===== config.mk =====
export PLATFORM = sky130hd
export DESIGN_NAME = operand_fetch_stage
export DESIGN_NICKNAME = d
export VERILOG_FILES = /design/src/rtl/operand_fetch_stage.sv
export SDC_FILE = /design/constraint.sdc
export NUM_CORES = 2
export LEC_CHECK = 0
export CAP_MARGIN = 25
export CELL_PAD_IN_SITES_DETAIL_PLACEMENT = 1
export CELL_PAD_IN_SITES_GLOBAL_PLACEMENT = 1
export CORE_ASPECT_RATIO = 0.5
export CORE_UTILIZATION = 51
export CTS_CLUSTER_DIAMETER = 80
export DETAILED_ROUTE_END_ITERATION = 6
export HOLD_SLACK_MARGIN = 0.15
export PLACE_DENSITY = 0.8
export SLEW_MARGIN = 20
export SYNTH_ARGS = -nofsm -noshare
export SYNTH_HDL_FRONTEND = slang
export SYNTH_SLANG_ARGS = --single-unit

===== constraint.sdc =====
create_clock -name clk -period 3.5 [get_ports clk]
set_input_delay 0.35 -clock clk [delete_from_list [all_inputs] [get_ports clk]]
set_output_delay 0.35 -clock clk [all_outputs]
set_load 0.02 [all_outputs]

===== src/rtl/operand_fetch_stage.sv =====
// operand_fetch_stage
//   Operand fetch stage sitting directly in front of the ALU. Holds the
//   architectural register file plus a per-register pending-write scoreboard,
//   reads both source operands with write-back bypass, muxes the immediate
//   onto B, and hands aluOP/A/B to the ALU through a valid/ready register.
//
// Ports
//   clk, rst_n        clock, asynchronous active-low reset
//   flush             synchronous kill of the output slot and the scoreboard
//   in_*              decoded instruction (valid/ready handshake)
//   wb_*              write-back port into the register file
//   out_valid/ready   output handshake toward the ALU
//   aluOP, A, B       ALU operands
//   out_rd/regWrite   destination info travelling with the instruction
module operand_fetch_stage #(
  parameter int DATA_W = 65,
  parameter int NREGS  = 32,
  parameter int ADDR_W = 5
) (
  input  logic              clk,
  input  logic              rst_n,
  input  logic              flush,
  input  logic              in_valid,
  output logic              in_ready,
  input  logic [2:0]        in_aluOP,
  input  logic [ADDR_W-1:0] in_rs1,
  input  logic [ADDR_W-1:0] in_rs2,
  input  logic              in_useImm,
  input  logic [DATA_W-1:0] in_imm,
  input  logic [ADDR_W-1:0] in_rd,
  input  logic              in_regWrite,
  input  logic              wb_en,
  input  logic [ADDR_W-1:0] wb_addr,
  input  logic [DATA_W-1:0] wb_data,
  output logic              out_valid,
  input  logic              out_ready,
  output logic [2:0]        aluOP,
  output logic [DATA_W-1:0] A,
  output logic [DATA_W-1:0] B,
  output logic [ADDR_W-1:0] out_rd,
  output logic              out_regWrite
);

  logic [NREGS-1:0][DATA_W-1:0] regs_q;
  logic [NREGS-1:0]             pend_q, pend_d;

  logic              vld_q;
  logic [2:0]        op_q;
  logic [DATA_W-1:0] a_q, b_q;
  logic [ADDR_W-1:0] rd_q;
  logic              rw_q;

  // Write-back hits on each field; r0 never bypasses.
  logic byp1, byp2, bypd;
  logic haz1, haz2, hazw, hazard, accept;
  logic [DATA_W-1:0] rs1_val, rs2_val, b_val;

  always_comb begin
    byp1 = wb_en && (wb_addr == in_rs1) && (in_rs1 != '0);
    byp2 = wb_en && (wb_addr == in_rs2) && (in_rs2 != '0);
    bypd = wb_en && (wb_addr == in_rd)  && (in_rd  != '0);

    rs1_val = '0;
    if (in_rs1 != '0) rs1_val = byp1 ? wb_data : regs_q[in_rs1];
    rs2_val = '0;
    if (in_rs2 != '0) rs2_val = byp2 ? wb_data : regs_q[in_rs2];
    b_val = in_useImm ? in_imm : rs2_val;

    // A write-back landing this cycle resolves the pending entry, so the
    // bypassed value is safe to consume.
    haz1   = pend_q[in_rs1] && (in_rs1 != '0) && !byp1;
    haz2   = !in_useImm && pend_q[in_rs2] && (in_rs2 != '0) && !byp2;
    hazw   = in_regWrite && (in_rd != '0) && pend_q[in_rd] && !bypd;
    hazard = haz1 || haz2 || hazw;

    in_ready = (!vld_q || out_ready) && !hazard && !flush;
    accept   = in_valid && in_ready;
  end

  // Scoreboard next state: clear first so a same-address set wins.
  always_comb begin
    pend_d = pend_q;
    if (wb_en) pend_d[wb_addr] = 1'b0;
    if (accept && in_regWrite && (in_rd != '0)) pend_d[in_rd] = 1'b1;
    if (flush) pend_d = '0;
    pend_d[0] = 1'b0;
  end

  always_ff @(posedge clk or negedge rst_n) begin
    if (!rst_n) begin
      regs_q <= '0;
      pend_q <= '0;
    end else begin
      for (int i = 1; i < NREGS; i++)
        if (wb_en && (wb_addr == ADDR_W'(i))) regs_q[i] <= wb_data;
      regs_q[0] <= '0;
      pend_q    <= pend_d;
    end
  end

  // Output slot: data fields only move on accept, so they hold under
  // backpressure and after the instruction drains.
  always_ff @(posedge clk or negedge rst_n) begin
    if (!rst_n) begin
      vld_q <= 1'b0;
      op_q  <= '0;
      a_q   <= '0;
      b_q   <= '0;
      rd_q  <= '0;
      rw_q  <= 1'b0;
    end else if (flush) begin
      vld_q <= 1'b0;
    end else if (accept) begin
      vld_q <= 1'b1;
      op_q  <= in_aluOP;
      a_q   <= rs1_val;
      b_q   <= b_val;
      rd_q  <= in_rd;
      rw_q  <= in_regWrite;
    end else if (out_ready) begin
      vld_q <= 1'b0;
    end
  end

  assign out_valid    = vld_q;
  assign aluOP        = op_q;
  assign A            = a_q;
  assign B            = b_q;
  assign out_rd       = rd_q;
  assign out_regWrite = rw_q;

endmodule

Word level (Yosys, flattened, before mapping)
Index checks and enable logic that the tools add are counted.

word-level totals
  bits in registers = 2,186

operators by class
  order comparisons = 6
  eq/ne operators = 34
  multiplexer cells = 25
  bitwise operators = 4
  reduce and logical (&&, ||, !) cells = 67

operators by type and width
  cell                number
  $bmux 65 s5         2
  $mux 65             7
  $mux 32             3
  $eq 5x5->1 const B  16
  $logic_and 1x1->1   52
  $eq 5x4->1 const B  8
  $and 32x32->32      1
  $not 32->32         1
  $or 32x32->32       1
  $lt 5x6->1 const B  4
  $eq 5x3->1 const B  4
  $bmux 1 s5          3
  $eq 5x5->1          3
  $reduce_bool 5->1   3
  $demux 1 s5         2
  $eq 5x2->1 const B  2
  $ge 5x1->1 const B  2
  $mux 1              8
  $logic_not 1->1     7
  $eq 5x1->1 const B  1
  $logic_or 1x1->1    3
  $reduce_bool 3->1   1
  $reduce_and 2->1    1
  $not 1->1           1

Logic depth before layout (Yosys ltp)
  word-level depth = 15
  mapped depth = 12
  gate-level depth less buffers = 6

Worst setup path before layout
Ideal clock, no wire load.

  path kind = input-to-reg
  start point = in in_rs1[0]
  end point = reg a_q[10], in the netlist A[10]
  library setup time = 0.134 ns
  data arrival time = 2.755 ns
  data required time = 3.366 ns
  path slack = 0.611 ns
  stages on the path = 7
  path buffers = 3
  path through = buf_2 -> clkbuf_1 -> buf_1 -> mux4_2 -> mux4_2 -> a222oi_1 -> mux2i_1

between the ends
  cells in the longest elaborated chain, start to end = 12

ends and longest elaborated chain
  element                                                              line  source
  from (decl)                                                          26    input logic [ADDR_W-1:0] in_rs1,
  parallel branches: the longest is 12 deep, another holds $bmux 1 s5  n/a
  to (signal assigned)                                                 116   a_q <= rs1_val;
  to (decl)                                                            49    logic [DATA_W-1:0] a_q, b_q;

Parallel ways; which one is timed is not known. The select of a mux whose other input is x is not followed.
A chain may end at the register's enable or synchronous reset.

Final worst setup path
  start point = reg pend_q[20]
  end point = out in_ready

between the ends
  cells in the longest elaborated chain, start to end = 10

ends and longest elaborated chain
  element                              line  source
  from (decl)                          45    logic [NREGS-1:0] pend_q, pend_d;
  from (signal assigned)               97    pend_q <= pend_d;
  $bmux 1 s5                           72    haz2 = !in_useImm && pend_q[in_rs2] && (in_rs2 != '0) && !byp2;
  $mux 1 (implied by the code)         72
  $logic_and 1x1->1 (3 in series)      72
  $logic_or 1x1->1                     74    hazard = haz1 || haz2 || hazw;
  $logic_or 1x1->1 (*)                 74
  $logic_not 1->1 (*)                  76    in_ready = (!vld_q || out_ready) && !hazard && !flush;
  $logic_and 1x1->1 (*) (2 in series)  76
  to (decl)                            24    output logic in_ready,

Mark *: on every way between the ends. The rest lies on a longest branch, timed or not. The select of a mux whose other input is x is not followed.

==> summary.txt <==
Worst setup path
  • Critical Path, Cell by Cell: mux4_2 -> mux2_2 -> a2bb2oi_1 -> a41oi_1 -> and3_1 -> dlygate4sd2_1
  • Crit-path leading delay family: multiplexers
  • Reg2Reg Depth: 8
  • WP data arrival: 3.02 ns
  • Highest-delay cell along the critical path: mux4_2
  • Reg-to-reg critical path endpoint: B[11]$_DFFE_PN0P_
  • Crit Path Max Fanout: 4
  • Reg2reg setup slack: 0.50 ns
  • CP max stage delay: ~0.47 ns
  • RR Startpoint: pend_q[20]$_DFF_PN0_
  • CP endpoint kind: primary output
  • Startpoint types: flop
  • Worst path required time: between 3 and 4 ns
  • Worst setup startpoint: pend_q[20]$_DFF_PN0_
  • WS Path Type: reg -> out
  • CP bufs+invs: 1

Synthesis
  • Post-Syn Nets: between 7000 and 8000
  • Total number of yosys warnings: 0
  • Count leader, synth: mux2_2
  • Post-synth EDFFs: 0
  • Area fraction of the dominant cell type after synthesis: roughly 47%
  • Synth cell types: between 40 and 50
  • Avg Cell Area, Syn: between 15 and 20 um2
  • Seq/Total Area, Yosys: 47.4%
  • Post-synth top cells: mux2_2, dfrtp_1, mux4_2
  • Ys flop type: dfrtp_1
  • Synth Cell Area: between 0.1 and 0.15 mm2
  • Synth area leader: dfrtp_1
  • Post-Synthesis Cells: about 7400
  • Seq cells post-synth: 2186
  • Ys async rst share: 100%
  • Top post-synthesis cells by area: dfrtp_1, mux4_2, mux2_2

CTS
  • Clk slew on worst S/H paths: 0.07 ns
  • Clock Tree Root: clkbuf_16
  • CTS tree: built
  • Clock Sinks: ~2200
  • Clock Path Buffers: 4
  • CTS buffer count: 206
  • Clock Latency Late Sink: a little over 0.9 ns
  • Htree depth: 4

Timing
  • Relative slew slack: between 10% and 20%
  • RSZ-0062 raised after global routing: no
  • Final min period: 3.37 ns
  • Fmax: 0.297 GHz
  • Fin crit share: a little over nine tenths
  • Final hold vios: 0
  • Minimum hold slack: about 0.18 ns
  • Final setup TNS: 0 ns
  • Clock skew: 0.0575 ns
  • Final setup fails: 0
  • Setup ws final: 0.128 ns
  • Tightest Pin Transition: 1.23 ns
  • Pins Over Slew Limit: 0

Place
  • Dpl cells: about 10000
  • DP HPWL: ~220000 um
  • PortBufs: about 300
  • Dpl cell area: 0.125 mm2
  • Final GP Congestion: about 0.85
  • Place WS: -0.0106 ns

Die
  • Initial Util: 51.7%
  • Die width: ~670 um
  • Row count: approximately 120
  • Ports: ~300
  • Full die area: between 0.2 and 0.25 mm2
  • Core Area: ~0.22 mm2
  • Die Y: roughly 340 um

Global route
  • Vias in the first global route: 84100
  • GRT Total Usage: 35.5%
  • Largest net degree at the start of global routing: between 100 and 150
  • Grt ovf: 0
  • First-pass GRT wire length: ~600000 um
  • Antenna violations before repair: 2

Drt
  • Drt initial violations: 9102
  • Drt wl/cell: about 38 um
  • Detailed-route vias per instance: 7.22
  • Drt total wl: ~400000 um
  • Drt pass-1 iters: 7
  • Routed vias: between 70000 and 80000
  • Post-DRT Antenna Nets: 0
  • DRC violations left: 3

Worst hold path
  • Worst Hold Launch: out_ready
  • Hold path depth: 3
  • Worst hold endpoint: out_valid$_DFFE_PN0P_
  • Worst min path class: in -> reg

Finish
  • Finished Layout Cells: between 10000 and 15000
  • Share of cells above drive strength 1: a little over half
  • Utilization after layout: between 50 and 60%
  • Area Overhead vs Synth: 14.2%
  • Fillcell total: roughly 20000
  • Final instance area: between 0.1 and 0.15 mm2
  • Layout Nets: just under 8000

Status
  • Outcome: complete, but fails checks
  • Violated checks: design-rule violations

Pwr
  • Maximum vdd ir drop: roughly 0.43 mV
  • Leak: 56.2 nW
  • PD cells: 578 mW/mm2
  • Tot Pwr: ~76 mW

Flow run
  • Max-Cap Viols: 0
flip-flops by register name (all words and copies together), names as in the netlist:
signal / count
regs_q: 2015
A: 65
B: 65
pend_q: 31
out_rd: 5
aluOP: 3
out_regWrite: 1
out_valid: 1
how the worst max path moves through the flow:
stage,endpoint,cells past startpoint
2_1_floorplan,A[10]$_DFFE_PN0P_,7
3_3_place_gp,B[11]$_DFFE_PN0P_,9
3_5_place_dp,B[14]$_DFFE_PN0P_,9
4_1_cts,in_ready,6
5_1_grt,in_ready,6
6_report,in_ready,6
metal layers:
layer | vias to the layer above | share of wire [%] | GRT usage [%] | wire length, um
met5 | - | 0.0037 | 0 | 15
met4 | 2 | 4.6 | 14.3 | 18600
met3 | 1153 | 9.3 | 8.24 | 37500
met2 | 4221 | 48 | 56.0 | 192000
met1 | 42600 | 38 | 48.1 | 155000
li1 | 29200 | - | - | -
worst register-to-register path, cell delays in order (launching register included):
cell and delay (ns):
dfrtp_1 0.45, mux4_2 0.47, mux2_2 0.29, a2bb2oi_1 0.13, a41oi_1 0.25, nand4_1 0.41, buf_4 0.37, buf_4 0.22
mux2_2 0.28
cell usage in the layout (no fill, tap or decap), drive strengths merged, types with 59 or more instances in the layout:
master,synthesis,routed
nand3,76,76
a222oi,65,65
a22o,66,66
clkbuf,582,296
nand2,273,273
o211ai,59,59
o2111ai,65,65
dfrtp,2186,2186
inv,70,72
mux2,2225,2225
clkdlybuf4s50,0,290
mux4,1119,1119
a22oi,123,123
buf,257,437
mux2i,80,80
report_power, final:
part	leakage (nW)	switching [mW]	internal [mW]
combinational	24.7	7.08	10.4
clock	3.51	10.6	13.6
sequential	28.0	4.20	30.3
final cells by class:
| cell class | count | area (um2) | share of cell area [%] |
|---|---|---|---|
| Antenna cell | 3 | 7.51 | 0.00570 |
| Clock buffer | 296 | 6130 | 4.65 |
| Clock inverter | 75 | 922 | 0.700 |
| Inverter | 70 | 275 | 0.209 |
| Multi-Input combinational cell | 4354 | 57300 | 43.5 |
| Sequential cell | 2186 | 54700 | 41.5 |
| Tap cell | 2976 | 3720 | 2.83 |
| Timing Repair Buffer | 732 | 8640 | 6.56 |
cells by family after synthesis:
group | count (synthesis) | synth area share [%]
DFF | 2186 | 47.4
muxes | 3424 | 44.3
AOI/OAI and AO/OA | 446 | 3.18
xor gates and xnor gates | 15 | 0.114
and+or+nand+nor | 469 | 1.88
buffers and inverters | 909 | 3.13
what timing repair did:
item,4_1_cts,5_1_grt
hold endpoints to repair,1356,0
setup buffers,0,0
hold buffers,5,0
resized for setup,1,0
endpoints found under the setup margin,1,0
(Power assumes the default switching activity.)
